**src/rtl/qspi_xfer_seq.sv**
```systemverilog
// QSPI transfer sequencer: steps CMD/ADDR/DUMMY/DATA phases on SCLK ticks and drives datapath strobes and lane selects.
// Latency: one load cycle after start, then 8 + addr + dummy + beats*beat_len ticks, then one DONE cycle; outputs registered.
// Backpressure: none; progress is paced solely by tick_in, abort_in or h_rst drop the transfer back to IDLE.
module qspi_xfer_seq #(
    parameter int DUMMY_CYCLES = 6
) (
    input  logic       h_clk,
    input  logic       h_rst,
    input  logic       tick_in,
    input  logic       start_in,
    input  logic       wr_in,
    input  logic [1:0] lanes_in,
    input  logic       addr_4b_in,
    input  logic [4:0] beats_in,
    input  logic       abort_in,
    output logic       busy_out,
    output logic       done_out,
    output logic       err_out,
    output logic       cs_n_out,
    output logic       gen_sclk_out,
    output logic       load_cmd_out,
    output logic       cmd_shift_en_out,
    output logic       load_addr_out,
    output logic       addr_shift_en_out,
    output logic       load_shift_data_out,
    output logic       data_shift_en_out,
    output logic       data_sample_en_out,
    output logic       rd_push_out,
    output logic       wr_pop_out,
    output logic [2:0] io0_sel_out,
    output logic [1:0] io1_sel_out,
    output logic [1:0] io2_sel_out,
    output logic [1:0] io3_sel_out
);

    typedef enum logic [2:0] {
        S_IDLE, S_CMD, S_ADDR, S_DUMMY, S_DATA, S_DONE
    } state_t;

    localparam logic [5:0] DUMMY_LEN = 6'(DUMMY_CYCLES);

    state_t     state_q, state_d;
    logic       pend_q, pend_d;
    logic       wr_q, wr_d;
    logic [1:0] lanes_q, lanes_d;
    logic       a4_q, a4_d;
    logic [4:0] beats_q, beats_d;
    logic [5:0] tick_cnt_q, tick_cnt_d;
    logic [4:0] beat_cnt_q, beat_cnt_d;

    logic       busy_q, busy_d, done_q, done_d, err_q, err_d;
    logic       cs_n_q, cs_n_d, sclk_q, sclk_d;
    logic       ld_cmd_q, ld_cmd_d, cmd_sh_q, cmd_sh_d;
    logic       ld_addr_q, ld_addr_d, addr_sh_q, addr_sh_d;
    logic       ld_sd_q, ld_sd_d, data_sh_q, data_sh_d, data_smp_q, data_smp_d;
    logic       rd_push_q, rd_push_d, wr_pop_q, wr_pop_d;
    logic [2:0] io0_q, io0_d;
    logic [1:0] io1_q, io1_d, io2_q, io2_d, io3_q, io3_d;

    logic [5:0] addr_len, beat_len, phase_len;
    logic       phase_end, last_beat, in_phase, active_d;
    logic [1:0] lane_code;

    // Lane count divides the bit count: lanes code 0/1/2 is a shift of 0/1/2.
    assign addr_len  = (a4_q ? 6'd32 : 6'd24) >> lanes_q;
    assign beat_len  = 6'd32 >> lanes_q;
    assign last_beat = (beat_cnt_q == beats_q - 5'd1);
    assign in_phase  = (state_q == S_CMD) || (state_q == S_ADDR) ||
                       (state_q == S_DUMMY) || (state_q == S_DATA);

    always_comb begin
        case (state_q)
            S_CMD:   phase_len = 6'd8;
            S_ADDR:  phase_len = addr_len;
            S_DUMMY: phase_len = DUMMY_LEN;
            S_DATA:  phase_len = beat_len;
            default: phase_len = 6'd1;
        endcase
    end

    assign phase_end = tick_in && in_phase && (tick_cnt_q == phase_len - 6'd1);

    always_comb begin
        state_d    = state_q;
        pend_d     = 1'b0;
        wr_d       = wr_q;
        lanes_d    = lanes_q;
        a4_d       = a4_q;
        beats_d    = beats_q;
        tick_cnt_d = tick_cnt_q;
        beat_cnt_d = beat_cnt_q;
        ld_cmd_d   = 1'b0;
        ld_addr_d  = 1'b0;
        ld_sd_d    = 1'b0;
        wr_pop_d   = 1'b0;
        rd_push_d  = 1'b0;
        err_d      = 1'b0;
        done_d     = 1'b0;

        if (tick_in && in_phase) begin
            tick_cnt_d = phase_end ? 6'd0 : tick_cnt_q + 6'd1;
        end

        case (state_q)
            S_IDLE: begin
                // pend_q marks the single load cycle between start and CMD.
                if (pend_q) begin
                    state_d    = S_CMD;
                    tick_cnt_d = 6'd0;
                    beat_cnt_d = 5'd0;
                end else if (start_in) begin
                    if (lanes_in == 2'b11) begin
                        err_d = 1'b1;
                    end else begin
                        wr_d      = wr_in;
                        lanes_d   = lanes_in;
                        a4_d      = addr_4b_in;
                        beats_d   = (beats_in == 5'd0) ? 5'd1 :
                                    (beats_in > 5'd16) ? 5'd16 : beats_in;
                        pend_d    = 1'b1;
                        ld_cmd_d  = 1'b1;
                        ld_addr_d = 1'b1;
                    end
                end
            end
            S_CMD: begin
                if (phase_end) state_d = S_ADDR;
            end
            S_ADDR: begin
                if (phase_end) begin
                    if (wr_q || (lanes_q == 2'b00) || (DUMMY_LEN == 6'd0)) begin
                        state_d    = S_DATA;
                        beat_cnt_d = 5'd0;
                        ld_sd_d    = wr_q;
                        wr_pop_d   = wr_q;
                    end else begin
                        state_d = S_DUMMY;
                    end
                end
            end
            S_DUMMY: begin
                if (phase_end) begin
                    state_d    = S_DATA;
                    beat_cnt_d = 5'd0;
                end
            end
            S_DATA: begin
                if (phase_end) begin
                    rd_push_d = !wr_q;
                    if (last_beat) begin
                        state_d = S_DONE;
                        done_d  = 1'b1;
                    end else begin
                        beat_cnt_d = beat_cnt_q + 5'd1;
                        ld_sd_d    = wr_q;
                        wr_pop_d   = wr_q;
                    end
                end
            end
            S_DONE:  state_d = S_IDLE;
            default: state_d = S_IDLE;
        endcase

        // Abort beats any same-cycle phase completion, so no late push/pop/done escapes.
        if (abort_in && ((state_q != S_IDLE) || pend_q)) begin
            state_d    = S_IDLE;
            pend_d     = 1'b0;
            tick_cnt_d = 6'd0;
            beat_cnt_d = 5'd0;
            ld_cmd_d   = 1'b0;
            ld_addr_d  = 1'b0;
            ld_sd_d    = 1'b0;
            wr_pop_d   = 1'b0;
            rd_push_d  = 1'b0;
            err_d      = 1'b0;
            done_d     = 1'b0;
        end
    end

    always_comb begin
        active_d   = (state_d == S_CMD) || (state_d == S_ADDR) ||
                     (state_d == S_DUMMY) || (state_d == S_DATA);
        cs_n_d     = !active_d;
        sclk_d     = active_d;
        busy_d     = active_d || pend_d;
        cmd_sh_d   = (state_d == S_CMD);
        addr_sh_d  = (state_d == S_ADDR);
        data_sh_d  = (state_d == S_DATA) && wr_q;
        data_smp_d = (state_d == S_DATA) && !wr_q;
        lane_code  = 2'b00;
        io0_d      = 3'b000;
        io1_d      = 2'b00;
        io2_d      = 2'b00;
        io3_d      = 2'b00;
        case (state_d)
            S_CMD:  io0_d = 3'b010;
            S_ADDR: begin
                io0_d     = 3'b011;
                lane_code = 2'b01;
            end
            S_DATA: begin
                io0_d     = wr_q ? 3'b101 : 3'b100;
                lane_code = wr_q ? 2'b11 : 2'b10;
            end
            default: io0_d = 3'b000;
        endcase
        if (lanes_q != 2'b00) io1_d = lane_code;
        if (lanes_q[1]) begin
            io2_d = lane_code;
            io3_d = lane_code;
        end
    end

    always_ff @(posedge h_clk) begin
        if (h_rst) begin
            state_q    <= S_IDLE;
            pend_q     <= 1'b0;
            wr_q       <= 1'b0;
            lanes_q    <= 2'b00;
            a4_q       <= 1'b0;
            beats_q    <= 5'd0;
            tick_cnt_q <= 6'd0;
            beat_cnt_q <= 5'd0;
            busy_q     <= 1'b0;
            done_q     <= 1'b0;
            err_q      <= 1'b0;
            cs_n_q     <= 1'b1;
            sclk_q     <= 1'b0;
            ld_cmd_q   <= 1'b0;
            cmd_sh_q   <= 1'b0;
            ld_addr_q  <= 1'b0;
            addr_sh_q  <= 1'b0;
            ld_sd_q    <= 1'b0;
            data_sh_q  <= 1'b0;
            data_smp_q <= 1'b0;
            rd_push_q  <= 1'b0;
            wr_pop_q   <= 1'b0;
            io0_q      <= 3'b000;
            io1_q      <= 2'b00;
            io2_q      <= 2'b00;
            io3_q      <= 2'b00;
        end else begin
            state_q    <= state_d;
            pend_q     <= pend_d;
            wr_q       <= wr_d;
            lanes_q    <= lanes_d;
            a4_q       <= a4_d;
            beats_q    <= beats_d;
            tick_cnt_q <= tick_cnt_d;
            beat_cnt_q <= beat_cnt_d;
            busy_q     <= busy_d;
            done_q     <= done_d;
            err_q      <= err_d;
            cs_n_q     <= cs_n_d;
            sclk_q     <= sclk_d;
            ld_cmd_q   <= ld_cmd_d;
            cmd_sh_q   <= cmd_sh_d;
            ld_addr_q  <= ld_addr_d;
            addr_sh_q  <= addr_sh_d;
            ld_sd_q    <= ld_sd_d;
            data_sh_q  <= data_sh_d;
            data_smp_q <= data_smp_d;
            rd_push_q  <= rd_push_d;
            wr_pop_q   <= wr_pop_d;
            io0_q      <= io0_d;
            io1_q      <= io1_d;
            io2_q      <= io2_d;
            io3_q      <= io3_d;
        end
    end

    assign busy_out            = busy_q;
    assign done_out            = done_q;
    assign err_out             = err_q;
    assign cs_n_out            = cs_n_q;
    assign gen_sclk_out        = sclk_q;
    assign load_cmd_out        = ld_cmd_q;
    assign cmd_shift_en_out    = cmd_sh_q;
    assign load_addr_out       = ld_addr_q;
    assign addr_shift_en_out   = addr_sh_q;
    assign load_shift_data_out = ld_sd_q;
    assign data_shift_en_out   = data_sh_q;
    assign data_sample_en_out  = data_smp_q;
    assign rd_push_out         = rd_push_q;
    assign wr_pop_out          = wr_pop_q;
    assign io0_sel_out         = io0_q;
    assign io1_sel_out         = io1_q;
    assign io2_sel_out         = io2_q;
    assign io3_sel_out         = io3_q;

endmodule

```
**config.mk**
```make
export PLATFORM = sky130hd
export DESIGN_NAME = qspi_xfer_seq
export DESIGN_NICKNAME = d
export VERILOG_FILES = /design/src/rtl/qspi_xfer_seq.sv
export SDC_FILE = /design/constraint.sdc
export NUM_CORES = 1
export LEC_CHECK = 0
export CAP_MARGIN = 20
export CORE_MARGIN = 2
export CORE_UTILIZATION = 45
export CTS_CLUSTER_DIAMETER = 150
export DETAILED_ROUTE_END_ITERATION = 7
export HOLD_SLACK_MARGIN = 0.05
export PLACE_DENSITY_LB_ADDON = 0.12
export SYNTH_ARGS = -nofsm -noshare
export SYNTH_HDL_FRONTEND = slang
export SYNTH_SLANG_ARGS = --single-unit
```
**constraint.sdc**
```tcl
create_clock -name h_clk -period 3.8 [get_ports h_clk]
set_clock_uncertainty 0.15 [all_clocks]
set_input_delay 0.95 -clock h_clk [delete_from_list [all_inputs] [get_ports h_clk]]
set_output_delay 0.95 -clock h_clk [all_outputs]
set_load 0.02 [all_outputs]
```
==> results.cfg <==
[yosys]
ys.warnings.count = 0
synth_area_um2 = 2210
synthTopCellsByArea = dfxtp_1 38%, nor2_1 6.3%, nand2_1 3.6%, a21oi_1 3.2%, xor2_1 3.2%
ys.flop_type = dfxtp_1
synth-seq-cells = 42
ys_seq_area_share_pct = 38.0
yosys.area.top_type = dfxtp_1
ys_types = 56
synth_edf_count = 0
syn_area_per_cell_um2 = 8.32
synthCells = 266
synth_fp_nets = 284
async_flop_share_pct = 0
synth_top_area_share_pct = 38.0

[placed_design]
portBuffers = 36
routabilityCongestion = 0.827
place.detailed.hpwl_mm = 3.64
placedCellCount = 358
placed_area_um2 = 2590

[cts]
clockBufferDepth = 2
cts.sinks = 42
post_cts_resized = 0
htree_levels = 2
clock_latency_ps = 290
cts.clk_slew.worst_paths_ps = 80
cts-buffers-inserted = 5
cts_tree = yes
postCtsHoldBufs = 0
post_cts_buffers = 0
root_buffer = clkbuf_8

[floorplan]
rows = 25
die_w_um = 74.1
core_area_um2 = 4720
dieArea_um2 = 5500
die_y_um = 74.1
io_pins = 37
initial_core_util_pct = 46.9

[setup_path]
cp_slowest_stage_delay_ps = 520
cp_common_cell = nand2_1
cp_max_fo = 7
worstPathArrival_ps = 3520
path_cells = nor2b_1 > nand2_1 > a21oi_1 > o21ai_0 > ha_1 > xnor2_1 > nor4b_1 > nand2_1 > or2_4 > a21o_1 > or3_1 > o21a_1
path_buf_inv = 0
cp-end-kind = flop
path_class = flop to flop
cp-start-kind = flop
cp_top_family = simple AND/OR/NAND/NOR gates
reg2reg_slack_ps = 320
critical-path-slowest-cell = or3_1
required_ps = 3840

[power_and_ir_drop]
power_mw = 0.933
power_density_nw_per_um2 = 345
p_leak_nw = 0.982
irDropWorstVdd_mv = 0.223

[detailed_routing]
drc = 0
top_layer = met4
via_count = 1903
routed-wl-met2_mm = 2.11
route.met3.wl_um = 260
wl_mm = 4.97
met1_length_mm = 2.52
dr.pass1.iters = 5
ant_nets = 0
routedWlPerCell_um = 13.6
vias_per_cell = 5.20
drt_iter0_drc = 57

[global_routing]
antenna_found_initial = 0
grt_usage_pct = 19.7
grt_pass1_wl_mm = 8.31
grt_max_degree = 18
first_global_vias = 1809
grt.overflow.total = 0

[finish]
finalInstanceArea_um2 = 2700
fin_nets = 316
syn_to_final_growth_pct = 22.0
finalNonFillerCells = 366
diodes = 0
drive_above_1_share_pct = 8.03

[sta]
relSlewSlack_pct = 55.1
hold_violations = 0
tightestPinTransition_ps = 672
fin_tns_setup_ps = 0
setup_viol = 0
slew_viol_final = 0
whs_ps = 366
post-route-period-util_pct = 91.5
min_period_ps = 3480
max_freq_mhz = 288
rsz0062_at_grt = no

[run]
drv_cap = 0

[worst_hold_path]
min_path_type = flop to flop

[outcome]
status = finished, final reports clean
-- final timing paths --
path,depth (start not counted),to,startpoint
setup / recovery,12,cs_n_out,a4_q
hold reg to reg,2,beat_cnt_q[1],beat_cnt_q[1]
setup reg to reg,12,cs_n_out,a4_q
hold / removal,2,beat_cnt_q[1],beat_cnt_q[1]
-- flip-flops by register name, summed over array words and instances (netlist names), 2 cells and up --
| name | count |
|---|---|
| beat_cnt_q | 5 |
| beats_q | 5 |
| io0_sel_out | 3 |
| io1_sel_out | 2 |
| io3_sel_out | 2 |
| lanes_q | 2 |
| state_q | 3 |
| tick_cnt_q | 6 |
-- cell type report --
cell class | count | area (µm²)
inverters | 8 | 30.0
fillers | 441 | 2020
flip-flops and latches | 42 | 841
multi-input cells | 202 | 1250
well taps | 67 | 83.8
clock inverters | 2 | 37.5
repair buffers | 39 | 383
clock buffers | 6 | 72.6
-- per-stage QoR --
step / setup WS (ps) / utilization [%]
after global placement: 428 / 54.9
after CTS: 369 / 57.2
final: 325 / 57.2
after detailed placement: 383 / 54.9
after global routing: 113 / 57.2
after floorplan: 681 / -
-- metal layers --
| layer | track usage (%) | vias up |
|---|---|---|
| met2 | 29.9 | 41 |
| met1 | 27.4 | 861 |
| li1 | - | 992 |
| met3 | 5.15 | 9 |
| met4 | 6.67 | 0 |
| met5 | 0 | - |
-- cell usage in the layout, fill, tap and decap left out, types with 4 or more instances in the layout --
cell	netlist	routed
xor2_1	8	8
clkdlybuf4s50_1	0	36
nor2_1	37	37
nor2_2	4	4
dfxtp_1	42	42
nand2_1	21	21
clkbuf_8	0	5
o21a_1	4	4
nor2b_1	8	8
o21ai_0	9	9
nor3_1	12	12
ha_1	4	4
or3_1	4	4
inv_1	7	7
nand3_1	8	8
nand4_1	4	4
mux2i_1	5	5
a21oi_1	14	14
and2_1	4	4
nand2b_1	4	4
xnor2_1	5	5
nand3b_1	4	4
-- Yosys cell counts (3+ instances only) --
cell type	count
nand3b_1	4
xnor2_1	5
o21ai_0	9
dfxtp_1	42
or3_1	4
and3_1	3
xor2_1	8
nand2b_1	4
a21oi_1	14
nand4_1	4
inv_1	7
buf_4	4
clkbuf_1	3
mux2i_1	5
o21a_1	4
o31a_1	3
nand2_1	21
nor3b_1	3
nor2_2	4
ha_1	4
nand3_1	8
and2_1	4
nor2b_1	8
buf_2	5
nor3_1	12
nor2_1	37
-- cells by family after synthesis --
group | after synthesis | share of synthesized area, %
buffers and inverters | 22 | 5.37
XOR/XNOR | 13 | 5.14
adder cells (fa/ha/maj) | 4 | 2.26
AND/OR/NAND/NOR | 131 | 31.9
flip-flops | 42 | 38.0
AO/OA/AOI/OAI | 49 | 15.1
multiplexers | 5 | 2.26
-- power breakdown --
part	internal, mW	total, mW	leakage [nW]	switching (mW)
Combinational	0.0535	0.121	0.590	0.0676
Clock	0.196	0.347	0.0514	0.151
Sequential	0.451	0.464	0.340	0.0129
-- worst reg2reg max path: cells and delay by family, from the launching register on --
family	cells	cell delay [ps]
compound gates	4	650
xor+xnor	1	130
fa+ha+maj	1	330
flops	1	400
simple gates	6	1710
No activity file was read; power rests on OpenSTA's default activity.
